`src/rtl/as_clk_gen.sv`:
```
// as_clk_gen: programmable slow-clock generator with clamped phases, low-phase stretch and edge strobes
module as_clk_gen #(
  parameter int CNT_W = 4
) (
  input  logic             clk,
  input  logic             rst_b,
  input  logic             en,
  input  logic [CNT_W-1:0] hi_cnt,
  input  logic [CNT_W-1:0] lo_cnt,
  input  logic             stretch,
  output logic             dout,
  output logic             rise_stb,
  output logic             fall_stb,
  output logic             running
);
  typedef enum logic [1:0] {IDLE, LOW, STRETCH, HIGH} state_e;
  localparam logic [CNT_W-1:0] MIN_LEN = CNT_W'(3);
  state_e           state_q, state_d;
  logic [CNT_W-1:0] cnt_q, cnt_d, lo_len_q, lo_len_d, hi_len_q, hi_len_d;
  logic             last, entry, dout_d, rise_d, fall_d, run_d;
  // state register, negative-edge clocked so the slow clock is centred against rising-edge samplers
  always_ff @(negedge clk or negedge rst_b) begin
    if (!rst_b) state_q <= IDLE;
    else        state_q <= state_d;
  end
  // next state: en only matters in IDLE and on the last HIGH cycle, stretch only on the last LOW cycle and in STRETCH
  always_comb begin
    last    = (state_q == LOW) ? (cnt_q == lo_len_q) : (cnt_q == hi_len_q);
    state_d = (state_q == IDLE)    ? (en ? LOW : IDLE)
            : (state_q == LOW)     ? (!last ? LOW : stretch ? STRETCH : HIGH)
            : (state_q == STRETCH) ? (stretch ? STRETCH : HIGH)
            :                        (!last ? HIGH : en ? LOW : IDLE);
  end
  // phase counter restarts at 1 on every phase entry and lengths are latched only then; a count never exceeds its length so it cannot wrap
  always_comb begin
    entry    = state_d != state_q;
    cnt_d    = (state_d == LOW || state_d == HIGH) ? (entry ? CNT_W'(1) : cnt_q + CNT_W'(1)) : '0;
    lo_len_d = (entry && state_d == LOW)  ? ((lo_cnt < MIN_LEN) ? MIN_LEN : lo_cnt) : lo_len_q;
    hi_len_d = (entry && state_d == HIGH) ? ((hi_cnt < MIN_LEN) ? MIN_LEN : hi_cnt) : hi_len_q;
  end
  // phase counter and latched lengths
  always_ff @(negedge clk or negedge rst_b) begin
    if (!rst_b) begin
      cnt_q    <= '0;
      lo_len_q <= MIN_LEN;
      hi_len_q <= MIN_LEN;
    end else begin
      cnt_q    <= cnt_d;
      lo_len_q <= lo_len_d;
      hi_len_q <= hi_len_d;
    end
  end
  // outputs decoded from the next state so the registered copies line up with the state register
  always_comb begin
    dout_d = state_d == IDLE || state_d == HIGH;
    run_d  = state_d != IDLE;
    rise_d = dout_d & ~dout;
    fall_d = ~dout_d & dout;
  end
  // output registers; reset parks the line high so an aborted phase never leaves a strobe or low level behind
  always_ff @(negedge clk or negedge rst_b) begin
    if (!rst_b) begin
      dout     <= 1'b1;
      rise_stb <= 1'b0;
      fall_stb <= 1'b0;
      running  <= 1'b0;
    end else begin
      dout     <= dout_d;
      rise_stb <= rise_d;
      fall_stb <= fall_d;
      running  <= run_d;
    end
  end
endmodule
```
`config.mk`:
```
export PLATFORM = sky130hd
export DESIGN_NAME = as_clk_gen
export DESIGN_NICKNAME = d
export VERILOG_FILES = /design/src/rtl/as_clk_gen.sv
export SDC_FILE = /design/constraint.sdc
export NUM_CORES = 1
export LEC_CHECK = 0
export CAP_MARGIN = 20
export CORE_MARGIN = 4
export CORE_UTILIZATION = 30
export CTS_CLUSTER_SIZE = 16
export DETAILED_ROUTE_END_ITERATION = 12
export PLACE_DENSITY = 0.55
export SYNTH_ARGS = -nofsm -noshare
export SYNTH_HDL_FRONTEND = slang
export SYNTH_SLANG_ARGS = --single-unit
```
`constraint.sdc`:
```
create_clock -name clk -period 3.6 [get_ports clk]
set_clock_uncertainty 0.1 [all_clocks]
set_input_delay 0.54 -clock clk [delete_from_list [all_inputs] [get_ports clk]]
set_output_delay 0.54 -clock clk [all_outputs]
set_load 0.03 [all_outputs]
```
==> flow_metrics.tcl <==
set metrics [dict create \
    run_status "complete, no violations" \
    drive_gt1_frac 0.3200 \
    r2r_end "hi_len_q[2]" \
    setup_ws_ns 0.03913 \
    critPathLaunch "stretch" \
    numPlacedInstances 134 \
    worst_pin_slew_ns 0.3991 \
    nNetsFinal 117 \
    hold_viol_final 0 \
    gp_congestion 0.7204 \
    cts_tree "done" \
    rsz0062_at_grt "false" \
    clk_path_buf_depth 2 \
    diodes 0 \
    hold_path_class "flop to flop" \
    syn_avg_cell_area_sq_um 13.01 \
    ys_seq_area_frac 0.4809 \
    htree_levels 1 \
    hpwl_microns 1345 \
    worstPathArrival_ns 1.81 \
    num_rows 20 \
    grt_pass1_vias 633 \
    io_pins 16 \
    startpoint_type "primary input" \
    dp_slack_ns -0.5779 \
    postCtsHoldBufs 0 \
    path_clk_slew_ns 0.07 \
    min-delay-start "dout" \
    globalRoute.totalOverflow 0 \
    p_per_area_nw_per_um2 912.8 \
    ant_nets 0 \
    drtIter0Drc 8 \
    p_leak_uw 0.0005673 \
    slew_violations 0 \
    grt_max_degree 19 \
    clockRootBuffer "clkbuf_4" \
    syn-cell-area_sq_um 949.7 \
    multiInputGateArea_sq_um 509.2 \
    track_usage 0.09312 \
    wl_per_cell_microns 11.88 \
    post-route-util 0.4082 \
    cap_violations 0 \
    final_cell_mix "dfrtn_1 (13), xor2_1 (9), clkdlybuf4s50_1 (9), mux2_4 (8), inv_1 (7)" \
    layout_commonest_cell "dfrtn_1" \
    fillers 307 \
    layout.cells.non_filler 144 \
    core_area_sq_um 3053 \
    antenna_found_initial 0 \
    endpoint_kind "flop" \
    grt_pass1_wl_microns 2904 \
    port_buffers 15 \
    ir_drop_mv 0.3551 \
    numCtsBuffers 3 \
    via_count 616 \
    setup_viol 0 \
    ys.warnings.count 0 \
    cp_data_required_time_ns 1.85 \
    ys_ff_latch 18 \
    r2r_cells 8 \
    clock_sinks 18 \
    first_pass_iters 4 \
    endpoint "lo_len_q[2]" \
    vias_per_cell 4.278 \
    wirelength_microns 1710 \
    drc 0 \
    die_w_microns 64.27 \
    insertion_delay_ns 0.36 \
    die_y_microns 64.27 \
    syn2layout_area_growth_pct 31.23 \
    slew_headroom 0.7317 \
    crit_path_max_fanout 4 \
    reg2reg_slack_ns 1.14 \
    critPathKind "primary input to flop" \
    power.total_uw 1138 \
    hold_slack_ns 0.3349 \
    synth_cells 73 \
    dieArea_sq_um 4130 \
    seqCellArea_sq_um 456.7 \
    synth.distinct_cells 24 \
    start_util 0.3111 \
    r2r-start "lo_len_q[0]" \
    syn_nets 89 \
]
metrics by stage:
step                setup TNS, ns  area [sq um]
floorplan                       0         949.7
global placement           -6.930          1167
detailed placement         -7.208          1167
CTS                             0          1220
global route                    0          1246
finish                          0          1246
final cells by class:
cell class	count	share of cell area
timing repair buffer	19	0.1386
sequential	18	0.3665
clock inverter	6	0.01807
clock buffer	3	0.01807
tap	44	0.04418
inverter	2	0.006024
multi-input combinational	52	0.4086
worst min path at each step:
| stage | slack, ns | cells past startpoint | endpoint |
|---|---|---|---|
| 2_1_floorplan | 0.34 | 1 | cnt_q[0] |
| 4_1_cts | 0.34 | 1 | rise_stb |
| 6_report | 0.33 | 1 | rise_stb |
| 3_5_place_dp | 0.29 | 1 | rise_stb |
| 3_3_place_gp | 0.29 | 1 | rise_stb |
| 5_1_grt | 0.37 | 1 | rise_stb |
state kept, by name, indices dropped and copies added, names as in the netlist:
name / cells
lo_len_q: 4
rise_stb: 1
hi_len_q: 4
running: 1
dout: 1
cnt_q: 4
state_q: 2
fall_stb: 1
power by group:
group | internal, uW | total [uW] | switching [uW]
Combinational | 325 | 603 | 278
Sequential | 325 | 407 | 82.4
Clock | 47.6 | 127 | 79.8
Total | 698 | 1140 | 440
cell usage after synthesis, drive strengths merged:
cell | number | area share
ha | 4 | 0.053
nor4 | 2 | 0.026
and3 | 1 | 0.0079
nand3 | 1 | 0.0053
dfstp | 5 | 0.14
o21bai | 4 | 0.032
mux2 | 8 | 0.13
o211ai | 1 | 0.0079
nor2b | 3 | 0.020
nand2 | 2 | 0.0079
inv | 3 | 0.012
a21bo | 1 | 0.017
nor3b | 1 | 0.0079
nand3b | 1 | 0.0079
xor2 | 9 | 0.083
a21oi | 2 | 0.011
xnor2 | 1 | 0.0092
a211o | 1 | 0.0092
nor2 | 3 | 0.012
nor3 | 2 | 0.011
o21ai | 2 | 0.034
or2 | 2 | 0.013
dfrtn | 13 | 0.34
and2 | 1 | 0.0066
repair_timing:
item                       in CTS  in global routing
gates resized for setup         9                  2
pin swaps                       5                  6
setup endpoints to repair      16                  5
setup buffers                   0                  2
worst max-delay path, stage by stage:
cell           delay, ns
dlygate4sd2_1       0.22
nand2_1             0.05
o211ai_1            0.25
nand2_2             0.14
ha_4                0.19
o21ai_4             0.09
mux2_4              0.32
layer usage:
layer	vias to the layer above	GRT usage	routed length [microns]
met5	-	0	0
met4	0	0.07124	57
met3	5	0.01054	19
met2	9	0.1546	857
met1	295	0.1086	776
li1	307	-	-
kinds of logic (layout without fill, tap and decap cells):
group / count (synthesis) / count (layout) / synth area share
multiplexers: 8 / 8 / 0.1265
flip-flops: 18 / 18 / 0.4809
buffers and inverters: 3 / 30 / 0.01186
XOR/XNOR: 10 / 10 / 0.09223
AO/OA/AOI/OAI: 11 / 11 / 0.1107
adder cells (fa/ha/maj): 4 / 4 / 0.05270
AND/OR/NAND/NOR: 19 / 19 / 0.1252
(Power assumes the default switching activity.)
